$ cat src/rtl/uart_tx_arbiter.sv
// Round-robin arbiter sharing one uart_tx among N_REQ byte sources; UART_ARB_GUARD_EN adds GUARD_CYCLES idle clocks per frame.
// Latency valid->ready 1 cycle, ->tx_start 2 cycles; no new grant until tx_done_tick_i (plus guard).
module uart_tx_arbiter #(
    parameter int N_REQ        = 4,
    parameter int GUARD_CYCLES = 16
) (
    input  logic               clk_i,
    input  logic               rstn_i,
    input  logic [N_REQ-1:0]   req_valid_i,
    input  logic [8*N_REQ-1:0] req_data_i,
    output logic [N_REQ-1:0]   req_ready_o,
    output logic [N_REQ-1:0]   grant_o,
    output logic               tx_start_o,
    output logic [7:0]         tx_din_o,
    input  logic               tx_done_tick_i,
    output logic               busy_o
);
    localparam int LW = $clog2(N_REQ);

    localparam logic [2:0] ST_IDLE      = 3'd0;
    localparam logic [2:0] ST_ACCEPT    = 3'd1;
    localparam logic [2:0] ST_START     = 3'd2;
    localparam logic [2:0] ST_WAIT_DONE = 3'd3;
`ifdef UART_ARB_GUARD_EN
    localparam logic [2:0] ST_GUARD     = 3'd4;
    localparam int         CW           = $clog2(GUARD_CYCLES + 1);
`endif

    if (N_REQ < 2 || N_REQ > 8) begin : g_bad_n_req
        $error("uart_tx_arbiter: N_REQ must be in 2..8");
    end
    if (GUARD_CYCLES < 1) begin : g_bad_guard
        $error("uart_tx_arbiter: GUARD_CYCLES must be >= 1");
    end

    logic [2:0]       r_state;
    logic [N_REQ-1:0] r_grant;
    logic [LW-1:0]    r_win;
    logic [LW-1:0]    r_last;
    logic [7:0]       r_din;

    logic [7:0]       w_bytes [N_REQ];
    logic             w_any;
    logic [LW-1:0]    w_win;
    logic [LW-1:0]    w_cand;
    logic [N_REQ-1:0] w_onehot;

    for (genvar g = 0; g < N_REQ; g++) begin : g_bytes
        assign w_bytes[g] = req_data_i[8*g +: 8];
    end

    // Scan from farthest to nearest so the candidate just after r_last wins.
    always_comb begin
        w_any  = 1'b0;
        w_win  = r_last;
        w_cand = r_last;
        for (int i = N_REQ; i >= 1; i--) begin
            w_cand = LW'((int'(r_last) + i) % N_REQ);
            if (req_valid_i[w_cand]) begin
                w_any = 1'b1;
                w_win = w_cand;
            end
        end
    end

    assign w_onehot = N_REQ'(1) << w_win;

`ifdef UART_ARB_GUARD_EN
    logic [CW-1:0] r_cnt;

    always_ff @(posedge clk_i or negedge rstn_i) begin
        if (!rstn_i) begin
            r_cnt <= '0;
        end else if (r_state == ST_WAIT_DONE && tx_done_tick_i) begin
            r_cnt <= CW'(GUARD_CYCLES - 1);
        end else if (r_state == ST_GUARD && r_cnt != '0) begin
            r_cnt <= r_cnt - CW'(1);
        end
    end
`endif

    always_ff @(posedge clk_i or negedge rstn_i) begin
        if (!rstn_i) begin
            r_state <= ST_IDLE;
            r_grant <= '0;
            r_win   <= '0;
            r_last  <= LW'(N_REQ - 1);
            r_din   <= '0;
        end else begin
            case (r_state)
                ST_IDLE: begin
                    if (w_any) begin
                        r_grant <= w_onehot;
                        r_win   <= w_win;
                        r_state <= ST_ACCEPT;
                    end
                end
                ST_ACCEPT: begin
                    // A requester that withdrew valid loses the grant without moving the pointer.
                    if (req_valid_i[r_win]) begin
                        r_din   <= w_bytes[r_win];
                        r_last  <= r_win;
                        r_state <= ST_START;
                    end else begin
                        r_grant <= '0;
                        r_state <= ST_IDLE;
                    end
                end
                ST_START: begin
                    r_state <= ST_WAIT_DONE;
                end
                ST_WAIT_DONE: begin
                    if (tx_done_tick_i) begin
                        r_grant <= '0;
`ifdef UART_ARB_GUARD_EN
                        r_state <= ST_GUARD;
`else
                        r_state <= ST_IDLE;
`endif
                    end
                end
`ifdef UART_ARB_GUARD_EN
                ST_GUARD: begin
                    if (r_cnt == '0) begin
                        r_state <= ST_IDLE;
                    end
                end
`endif
                default: begin
                    r_state <= ST_IDLE;
                end
            endcase
        end
    end

    assign req_ready_o = (r_state == ST_ACCEPT) ? r_grant : '0;
    assign grant_o     = r_grant;
    assign tx_start_o  = (r_state == ST_START);
    assign tx_din_o    = r_din;
    assign busy_o      = (r_state != ST_IDLE);

endmodule

$ cat config.mk
export PLATFORM = sky130hd
export DESIGN_NAME = uart_tx_arbiter
export DESIGN_NICKNAME = d
export VERILOG_FILES = /design/src/rtl/uart_tx_arbiter.sv
export SDC_FILE = /design/constraint.sdc
export NUM_CORES = 1
export LEC_CHECK = 0
export BUFFER_PORTS_ARGS = -buffer_cell sky130_fd_sc_hd__buf_2
export CAP_MARGIN = 15
export CORE_UTILIZATION = 47
export DETAILED_ROUTE_END_ITERATION = 16
export GPL_ROUTABILITY_DRIVEN = 0
export PLACE_DENSITY = 0.89
export SLEW_MARGIN = 25
export SYNTH_ARGS = -nofsm -noshare
export SYNTH_HDL_FRONTEND = slang
export SYNTH_SLANG_ARGS = --single-unit
$ cat constraint.sdc
create_clock -name clk_i -period 4.6 [get_ports clk_i]
set_clock_uncertainty 0.05 [all_clocks]
set_input_delay 0.92 -clock clk_i [delete_from_list [all_inputs] [get_ports clk_i]]
set_output_delay 0.92 -clock clk_i [all_outputs]
set_load 0.02 [all_outputs]
==> impl_metrics.json, run 1 <==
{
  "synthCells": 78,
  "final_cell_mix": "buf_2, dfrtp_1, mux4_2, mux2_4, nand2_1",
  "endpoint_kind": "output port",
  "antenna_cells": 0,
  "slowest_delay_ns": 0.43,
  "rows": 16,
  "place_area_um2": 1360,
  "antenna_found_initial": 0,
  "ys_warn_count": 0,
  "syn_avg_cell_area_um2": 13.8,
  "cts_buffers": 3,
  "syn_nets": 117,
  "finalCritPeriodShare_pct": 51.8,
  "track_usage_pct": 22.6,
  "grt_pass1_vias": 901,
  "cts_buffer_depth": 2,
  "syn_to_final_growth_pct": 29.9,
  "path_buf_inv": 1,
  "antenna_left": 0,
  "worstSetupPathType": "flop to output port",
  "nNetsFinal": 175,
  "die_x_um": 49.8,
  "cts_tree": "built",
  "max_cap_violations": 0,
  "reg2reg_slack_ns": 2.50,
  "setup_viol": 0,
  "clock_latency_ns": 0.30,
  "cp_slowest_cell": "dfrtp_1",
  "worstPathRequired_ns": 3.63,
  "cp_cell_sequence": "nor2b_1 > and2_1 > buf_2",
  "cts_root_buf": "clkbuf_4",
  "drive_above_1_share_pct": 63.7,
  "place_hpwl_mm": 1.96,
  "comb_power_share_pct": 54.2,
  "die-area_um2": 2480,
  "critPathArrivalTime_ns": 1.41,
  "ys_ff_latch": 18,
  "fin_setup_tns_ns": 0,
  "yosys-top-cells-area": "dfrtp_1, mux4_2, mux2_4",
  "p_per_area_nw_per_um2": 685,
  "power_frac_seq_pct": 35.4,
  "routedWlPerCell_um": 15.5,
  "chipHeight_um": 49.8,
  "worstSetupStartpointType": "flop",
  "clkPwrFrac_pct": 10.4,
  "synthDistinctLibCells": 32,
  "leakage_nw": 0.711,
  "worstMarginPinSlew_ns": 0.582,
  "io_pins": 57,
  "wl_mm": 2.50,
  "rsz0062_at_grt": "no",
  "p_sw_mw": 0.387,
  "yosysSeqAreaShare_pct": 42.1,
  "max_slew_margin_pct": 61.2,
  "grt_pass1_wl_mm": 4.04,
  "synth_top_area_share_pct": 37.2,
  "hold_ws_ns": 0.466,
  "clock-sinks": 18,
  "rr_startpoint": "r_win[1]",
  "postLayoutCellArea_um2": 1400,
  "coreArea_um2": 2060,
  "yosysTopAreaCell": "dfrtp_1",
  "hold_viol_final": 0,
  "drt_iter0_markers": 22,
  "io_buffer_count": 56,
  "min_period_ns": 2.38,
  "hold_path_class": "input port to asynchronous set/reset pin",
  "gr-total-overflow": 0,
  "final_common_cell": "buf_2",
  "dr.pass1.iters": 4,
  "dr_total_vias": 910,
  "p_sw_share_pct": 40.4,
  "cp_top_family": "simple AND/OR/NAND/NOR gates",
  "status": "completed",
  "clkSlewWorstSetupHoldPaths_ns": 0.10,
  "slew_viol_final": 0,
  "drc_errors": 0,
  "ir_drop_mv": 0.343,
  "holdBufCountCts": 0,
  "start_util_pct": 52.2,
  "cp_max_fo": 6,
  "fillCellCount": 156,
  "p_int_mw": 0.571,
  "grt_max_degree": 19,
  "via_per_inst": 5.62,
  "finish.utilization_pct": 67.8,
  "cts_resized": 0,
  "fmax_ghz": 0.420,
  "htreeDepth": 1,
  "syn_area_um2": 1080,
  "rr_endpoint": "tx_din_o[3]",
  "postCtsSetupBuffers": 0,
  "reg2regPathDepth": 3
}
## cell type report
cell class | instances | area [um2] | share of cell area [%]
Tap cell | 27 | 33.8 | 2.42
Sequential cell | 18 | 453 | 32.4
Clock buffer | 4 | 36.3 | 2.60
Timing Repair Buffer | 56 | 280 | 20.1
Multi-Input combinational cell | 57 | 594 | 42.5
## worst max-delay path by stage
| stage | startpoint | to | slack, ns | cells after the start |
|---|---|---|---|---|
| floorplan | req_valid_i[3] | tx_din_o[0] | 2.49 | 4 |
| global placement | req_valid_i[3] | tx_din_o[3] | 2.22 | 4 |
| detailed placement | req_valid_i[3] | tx_din_o[3] | 2.17 | 4 |
| CTS | r_state[0] | req_ready_o[3] | 2.23 | 3 |
| global route | r_state[0] | req_ready_o[2] | 2.11 | 3 |
| finish | r_state[0] | req_ready_o[2] | 2.22 | 3 |
## layer usage
metal	part of all wire [%]	routed length [um]	track usage (%)	vias up
met5	0	0	0	-
met4	2.4	61	11.0	0
met3	4.8	120	4.01	7
met2	55	1370	40.3	47
met1	38	954	25.8	441
li1	-	-	-	415
## synthesized netlist by cell type
cell / n
o2bb2ai_1: 2
buf_2: 1
a31oi_1: 1
o31ai_1: 1
or2_2: 1
nand2_1: 5
o21ai_0: 2
nand3b_1: 1
nand4_1: 1
clkbuf_1: 1
nand3_1: 2
nand2b_1: 2
nor2b_1: 2
nor2b_2: 1
o21a_1: 1
mux2_4: 9
dfstp_2: 2
buf_12: 1
nor2_1: 1
mux4_2: 9
and2_1: 4
nand2_2: 1
dfrtp_1: 16
a22o_1: 2
mux2_2: 1
nor4_1: 1
nor3_2: 1
a21o_1: 2
o31a_2: 1
and3_1: 1
or2_1: 1
or2b_1: 1
## power groups by stage
stage          Combinational [mW]  Clock [mW]  Sequential (mW)
6_report                    0.519      0.0993            0.339
4_1_cts                     0.521      0.0992            0.339
3_5_place_dp                0.519           0            0.341
2_1_floorplan               0.380           0            0.356
5_1_grt                     0.556       0.109            0.357
3_3_place_gp                0.500           0            0.334
## through the flow
| stage | std cells | setup WS, ns | total power, mW |
|---|---|---|---|
| floorplan | 78 | 2.49 | 0.736 |
| global placement | 158 | 2.22 | 0.835 |
| detailed placement | 158 | 2.17 | 0.860 |
| CTS | 162 | 2.23 | 0.959 |
| global route | 162 | 2.11 | 1.02 |
| finish | 162 | 2.22 | 0.958 |
## worst reg2reg max path: stages, from the launching register on
cell	delay [ns]
dfrtp_1	0.65
mux4_2	0.62
nand2_2	0.31
mux2_2	0.38
## flip-flops by register name, summed over array words and instances (netlist names)
| signal | flops |
|---|---|
| grant_o | 4 |
| r_state | 2 |
| tx_din_o | 8 |
| r_last | 2 |
| r_win | 2 |
## cell families after synthesis
| group | after synthesis | share of synthesized area (%) |
|---|---|---|
| buffers and inverters | 3 | 2.67 |
| flip-flops | 18 | 42.1 |
| AO/OA/AOI/OAI | 12 | 8.49 |
| multiplexers | 19 | 32.4 |
| AND/OR/NAND/NOR | 26 | 14.3 |
Power figures use the tool's default switching activity.
==> inputs of run 2 (changes only) <==
--- a/config.mk
+++ b/config.mk
@@ -7,10 +7,10 @@
 export LEC_CHECK = 0
 export BUFFER_PORTS_ARGS = -buffer_cell sky130_fd_sc_hd__buf_2
 export CAP_MARGIN = 15
-export CORE_UTILIZATION = 47
+export CORE_UTILIZATION = 44
 export DETAILED_ROUTE_END_ITERATION = 16
 export GPL_ROUTABILITY_DRIVEN = 0
-export PLACE_DENSITY = 0.89
+export PLACE_DENSITY = 0.85
 export SLEW_MARGIN = 25
 export SYNTH_ARGS = -nofsm -noshare
 export SYNTH_HDL_FRONTEND = slang
==> constraint.sdc (replaced) <==
create_clock -name clk_i -period 2.3 [get_ports clk_i]
set_clock_uncertainty 0.05 [all_clocks]
set_input_delay 0.46 -clock clk_i [delete_from_list [all_inputs] [get_ports clk_i]]
set_output_delay 0.46 -clock clk_i [all_outputs]
set_load 0.02 [all_outputs]
==> impl_metrics.json, run 2 (synthesized netlist as in run 1, its figures left out) <==
{
  "routedWlPerCell_um": 14.8,
  "fmax_ghz": 0.512,
  "via_per_inst": 5.61,
  "clkSlewWorstSetupHoldPaths_ns": 0.10,
  "grt_pass1_vias": 953,
  "grt_max_degree": 19,
  "clock_latency_ns": 0.29,
  "htreeDepth": 1,
  "hold_viol_final": 0,
  "die_x_um": 51.5,
  "rows": 17,
  "antenna_found_initial": 0,
  "chipHeight_um": 51.5,
  "worstPathRequired_ns": 1.79,
  "final_cell_mix": "buf_2, dfrtp_1, mux4_2, mux2_4, nand2_1",
  "max_slew_margin_pct": 64.9,
  "fillCellCount": 219,
  "max_cap_violations": 0,
  "holdBufCountCts": 0,
  "cts_tree": "built",
  "leakage_nw": 0.721,
  "path_buf_inv": 1,
  "antenna_cells": 0,
  "finalCritPeriodShare_pct": 84.9,
  "coreArea_um2": 2250,
  "ir_drop_mv": 0.686,
  "setup_viol": 0,
  "die-area_um2": 2650,
  "critPathArrivalTime_ns": 1.44,
  "nNetsFinal": 177,
  "track_usage_pct": 21.3,
  "drc_errors": 0,
  "cp_slowest_cell": "dfrtp_1",
  "final_common_cell": "buf_2",
  "io_buffer_count": 56,
  "antenna_left": 0,
  "grt_pass1_wl_mm": 3.91,
  "gr-total-overflow": 0,
  "drive_above_1_share_pct": 64.2,
  "cp_max_fo": 6,
  "worstMarginPinSlew_ns": 0.523,
  "hold_path_class": "input port to asynchronous set/reset pin",
  "drt_iter0_markers": 12,
  "place_hpwl_mm": 2.00,
  "slew_viol_final": 0,
  "cp_cell_sequence": "nor2b_1 > and2_1 > buf_2",
  "fin_setup_tns_ns": 0,
  "reg2reg_slack_ns": 0.52,
  "power_mw": 1.93,
  "largest_reg_flops": 8,
  "rsz0062_at_grt": "no",
  "wl_mm": 2.44,
  "cts_root_buf": "clkbuf_4",
  "dr_total_vias": 925,
  "dr.pass1.iters": 4,
  "start_util_pct": 47.7,
  "slowest_delay_ns": 0.42,
  "postCtsSetupBuffers": 0,
  "worstSetupPathType": "flop to output port",
  "worstSetupStartpointType": "flop",
  "syn_to_final_growth_pct": 31.4,
  "endpoint_kind": "output port",
  "io_pins": 57,
  "cts_buffers": 3,
  "cts_resized": 0,
  "cp_top_family": "simple AND/OR/NAND/NOR gates",
  "p_per_area_nw_per_um2": 1360,
  "min_period_ns": 1.95,
  "cts_buffer_depth": 2,
  "status": "completed",
  "clock-sinks": 18
}
-- run 2: cell types whose count changed in the layout (fill, tap and decap cells not counted) --
| cell | before | now |
|---|---|---|
| buf_4 | 0 | 2 |
-- run 2: worst paths after layout --
path | start | end | depth (start not counted)
worst min-delay path | rstn_i | grant_o[2] | 1
worst max-delay path | r_state[0] | req_ready_o[3] | 3
worst max register to register | r_win[1] | tx_din_o[3] | 3
min in group clk_i | tx_done_tick_i | r_state[1] | 4
worst min register to register | grant_o[2] | grant_o[2] | 1
max in group asynchronous | rstn_i | r_last[1] | 1
-- run 2: through the flow --
stage                     setup slack (ns)  cells  area (um2)  hold slack (ns)  util (%)
after floorplan                      0.645     78        1080            0.114         -
after global placement               0.362    161        1380            0.345      61.1
after detailed placement             0.334    161        1380            0.361      61.1
after CTS                            0.321    165        1410           0.0382      62.7
after global routing                 0.236    165        1410           0.0433      62.7
final                                0.348    165        1410           0.0192      62.7
-- run 2: cell type report --
| class | instances | area [um2] | area share (%) |
|---|---|---|---|
| clock buffers | 4 | 36.3 | 2.57 |
| flip-flops and latches | 18 | 453 | 32.0 |
| repair buffers | 58 | 295 | 20.9 |
| well taps | 28 | 35.0 | 2.48 |
| multi-input cells | 57 | 594 | 42.0 |
-- run 2: worst reg2reg max path: stages, from the launching register on --
cell,delay [ns]
dfrtp_1,0.38
mux4_2,0.55
nand2_2,0.31
mux2_2,0.38
-- run 2: power breakdown --
group	internal (mW)	leakage (nW)	switching, mW	total, mW
registers	0.488	0.216	0.121	0.609
logic	0.580	0.484	0.547	1.13
clock network	0.0965	0.0210	0.0944	0.191
-- run 2: layer usage --
layer / track usage, % / up-vias / part of all wire [%] / routed length (um)
li1: - / 418 / - / -
met1: 21.7 / 451 / 36 / 890
met2: 39.6 / 52 / 54 / 1310
met3: 4.76 / 4 / 8.0 / 196
met4: 11.3 / 0 / 1.7 / 42
met5: 0 / - / 0 / 0
==> inputs of run 3 (changes only) <==
==> constraint.sdc (replaced) <==
create_clock -name clk_i -period 1.8 [get_ports clk_i]
set_clock_uncertainty 0.05 [all_clocks]
set_input_delay 0.36 -clock clk_i [delete_from_list [all_inputs] [get_ports clk_i]]
set_output_delay 0.36 -clock clk_i [all_outputs]
set_load 0.02 [all_outputs]
==> impl_metrics.json, run 3 (synthesized netlist as in run 1, its figures left out) <==
{
  "drc_errors": 0,
  "finalNonFillerCells": 170,
  "regArea_um2": 453,
  "largest_reg_flops": 8,
  "hold_depth": 4,
  "worstSetupStartpointType": "flop",
  "die_x_um": 51.5,
  "final_common_cell": "buf_2",
  "min_period_ns": 1.67,
  "clkSlewWorstSetupHoldPaths_ns": 0.09,
  "syn_to_final_growth_pct": 37.0,
  "die-area_um2": 2650,
  "endpoint_kind": "output port",
  "gr-total-overflow": 0,
  "cts_tree": "built",
  "reg2regPathDepth": 4,
  "io_pins": 57,
  "holdCritStartpoint": "tx_done_tick_i",
  "rows": 17,
  "finish.utilization_pct": 65.4,
  "critPathArrivalTime_ns": 1.26,
  "wl_mm": 2.54,
  "cp_slowest_cell": "dfrtp_1",
  "via_per_inst": 5.50,
  "cts_buffers": 3,
  "multi_input_area_um2": 602,
  "track_usage_pct": 21.4,
  "rr_startpoint": "r_win[1]",
  "antenna_found_initial": 0,
  "cts_buffer_depth": 2,
  "dpl.cell_count": 165,
  "status": "completed",
  "worstMarginPinSlew_ns": 0.519,
  "clock_latency_ns": 0.30,
  "clock-sinks": 18,
  "routedWlPerCell_um": 14.9,
  "fmax_ghz": 0.598,
  "crit_start": "r_state[0]",
  "cp_cell_sequence": "nor2b_4 > and2_1 > buf_2",
  "coreArea_um2": 2250,
  "slew_viol_final": 0,
  "dr_total_vias": 935,
  "antenna_left": 0,
  "hold_ws_ns": 0.316,
  "path_buf_inv": 1,
  "worstPathRequired_ns": 1.39,
  "chipHeight_um": 51.5,
  "leakage_nw": 0.756,
  "setup_viol": 0,
  "max_slew_margin_pct": 65.1,
  "finalCritPeriodShare_pct": 92.9,
  "antenna_cells": 0,
  "grt_pass1_wl_mm": 3.91,
  "slowest_delay_ns": 0.42,
  "fin_setup_tns_ns": 0,
  "worstSetupPathType": "flop to output port",
  "final_cell_mix": "buf_2, dfrtp_1, mux4_2, mux2_4",
  "drt_iter0_markers": 7,
  "rsz0062_at_grt": "no",
  "htreeDepth": 1,
  "grt_pass1_vias": 998,
  "dr.pass1.iters": 4,
  "cts_root_buf": "clkbuf_4",
  "hold_viol_final": 0,
  "grt_max_degree": 19,
  "start_util_pct": 47.7,
  "drive_above_1_share_pct": 65.5,
  "hold_path_class": "input port to flop",
  "nNetsFinal": 182,
  "crit_cells": 3,
  "ir_drop_mv": 0.910,
  "cp_top_family": "flip-flops",
  "io_buffer_count": 56,
  "p_per_area_nw_per_um2": 1740,
  "fillCellCount": 197,
  "cp_max_fo": 6,
  "max_cap_violations": 0
}
-- run 3: stage by stage --
step	instance area (um2)	setup WS [ns]	total power, mW
final	1470	0.128	2.56
after global routing	1470	0.0227	2.72
after CTS	1470	0.0134	2.57
after detailed placement	1420	0.0764	2.31
after global placement	1420	0.0857	2.25
after floorplan	1080	0.219	1.88
-- run 3: layout make-up --
type	instances	area share (%)
clock buffer	4	2.46
timing repair buffer	63	23.6
tap	28	2.38
multi-input combinational	57	40.8
sequential	18	30.7
-- run 3: final timing paths --
path	to	slack (ns)
setup / recovery	req_ready_o[0]	0.13
hold / removal	r_state[1]	0.32
setup reg to reg	tx_din_o[0]	0.14
hold reg to reg	grant_o[2]	0.47
max in group asynchronous	r_last[1]	0.92
min in group asynchronous	tx_din_o[2]	0.46
-- run 3: tightest hold or removal path: stages --
cell	delay, ns
buf_2	0.09
nand2_1	0.05
nand2_1	0.07
nand2_1	0.06
-- run 3: metal layers --
metal  routed length (um)  GRT usage [%]  up-vias
li1                     -              -      428
met1                  910           21.9      441
met2                 1360           38.3       59
met3                  194           4.76        7
met4                   75           14.4        0
met5                    0              0        -
-- run 3: where the power goes --
group,leakage (nW),switching (mW),total [mW],internal [mW]
Clock,0.0210,0.124,0.247,0.123
Combinational,0.519,0.713,1.52,0.808
Sequential,0.216,0.168,0.791,0.624
Total,0.756,1.00,2.56,1.56
-- run 3: repair_timing --
action                     4_1_cts  5_1_grt
hold buffers                     1        0
buffers inserted                 0        0
hold endpoints to repair        16        0
resized for setup                1        1
setup endpoints to repair        4        4
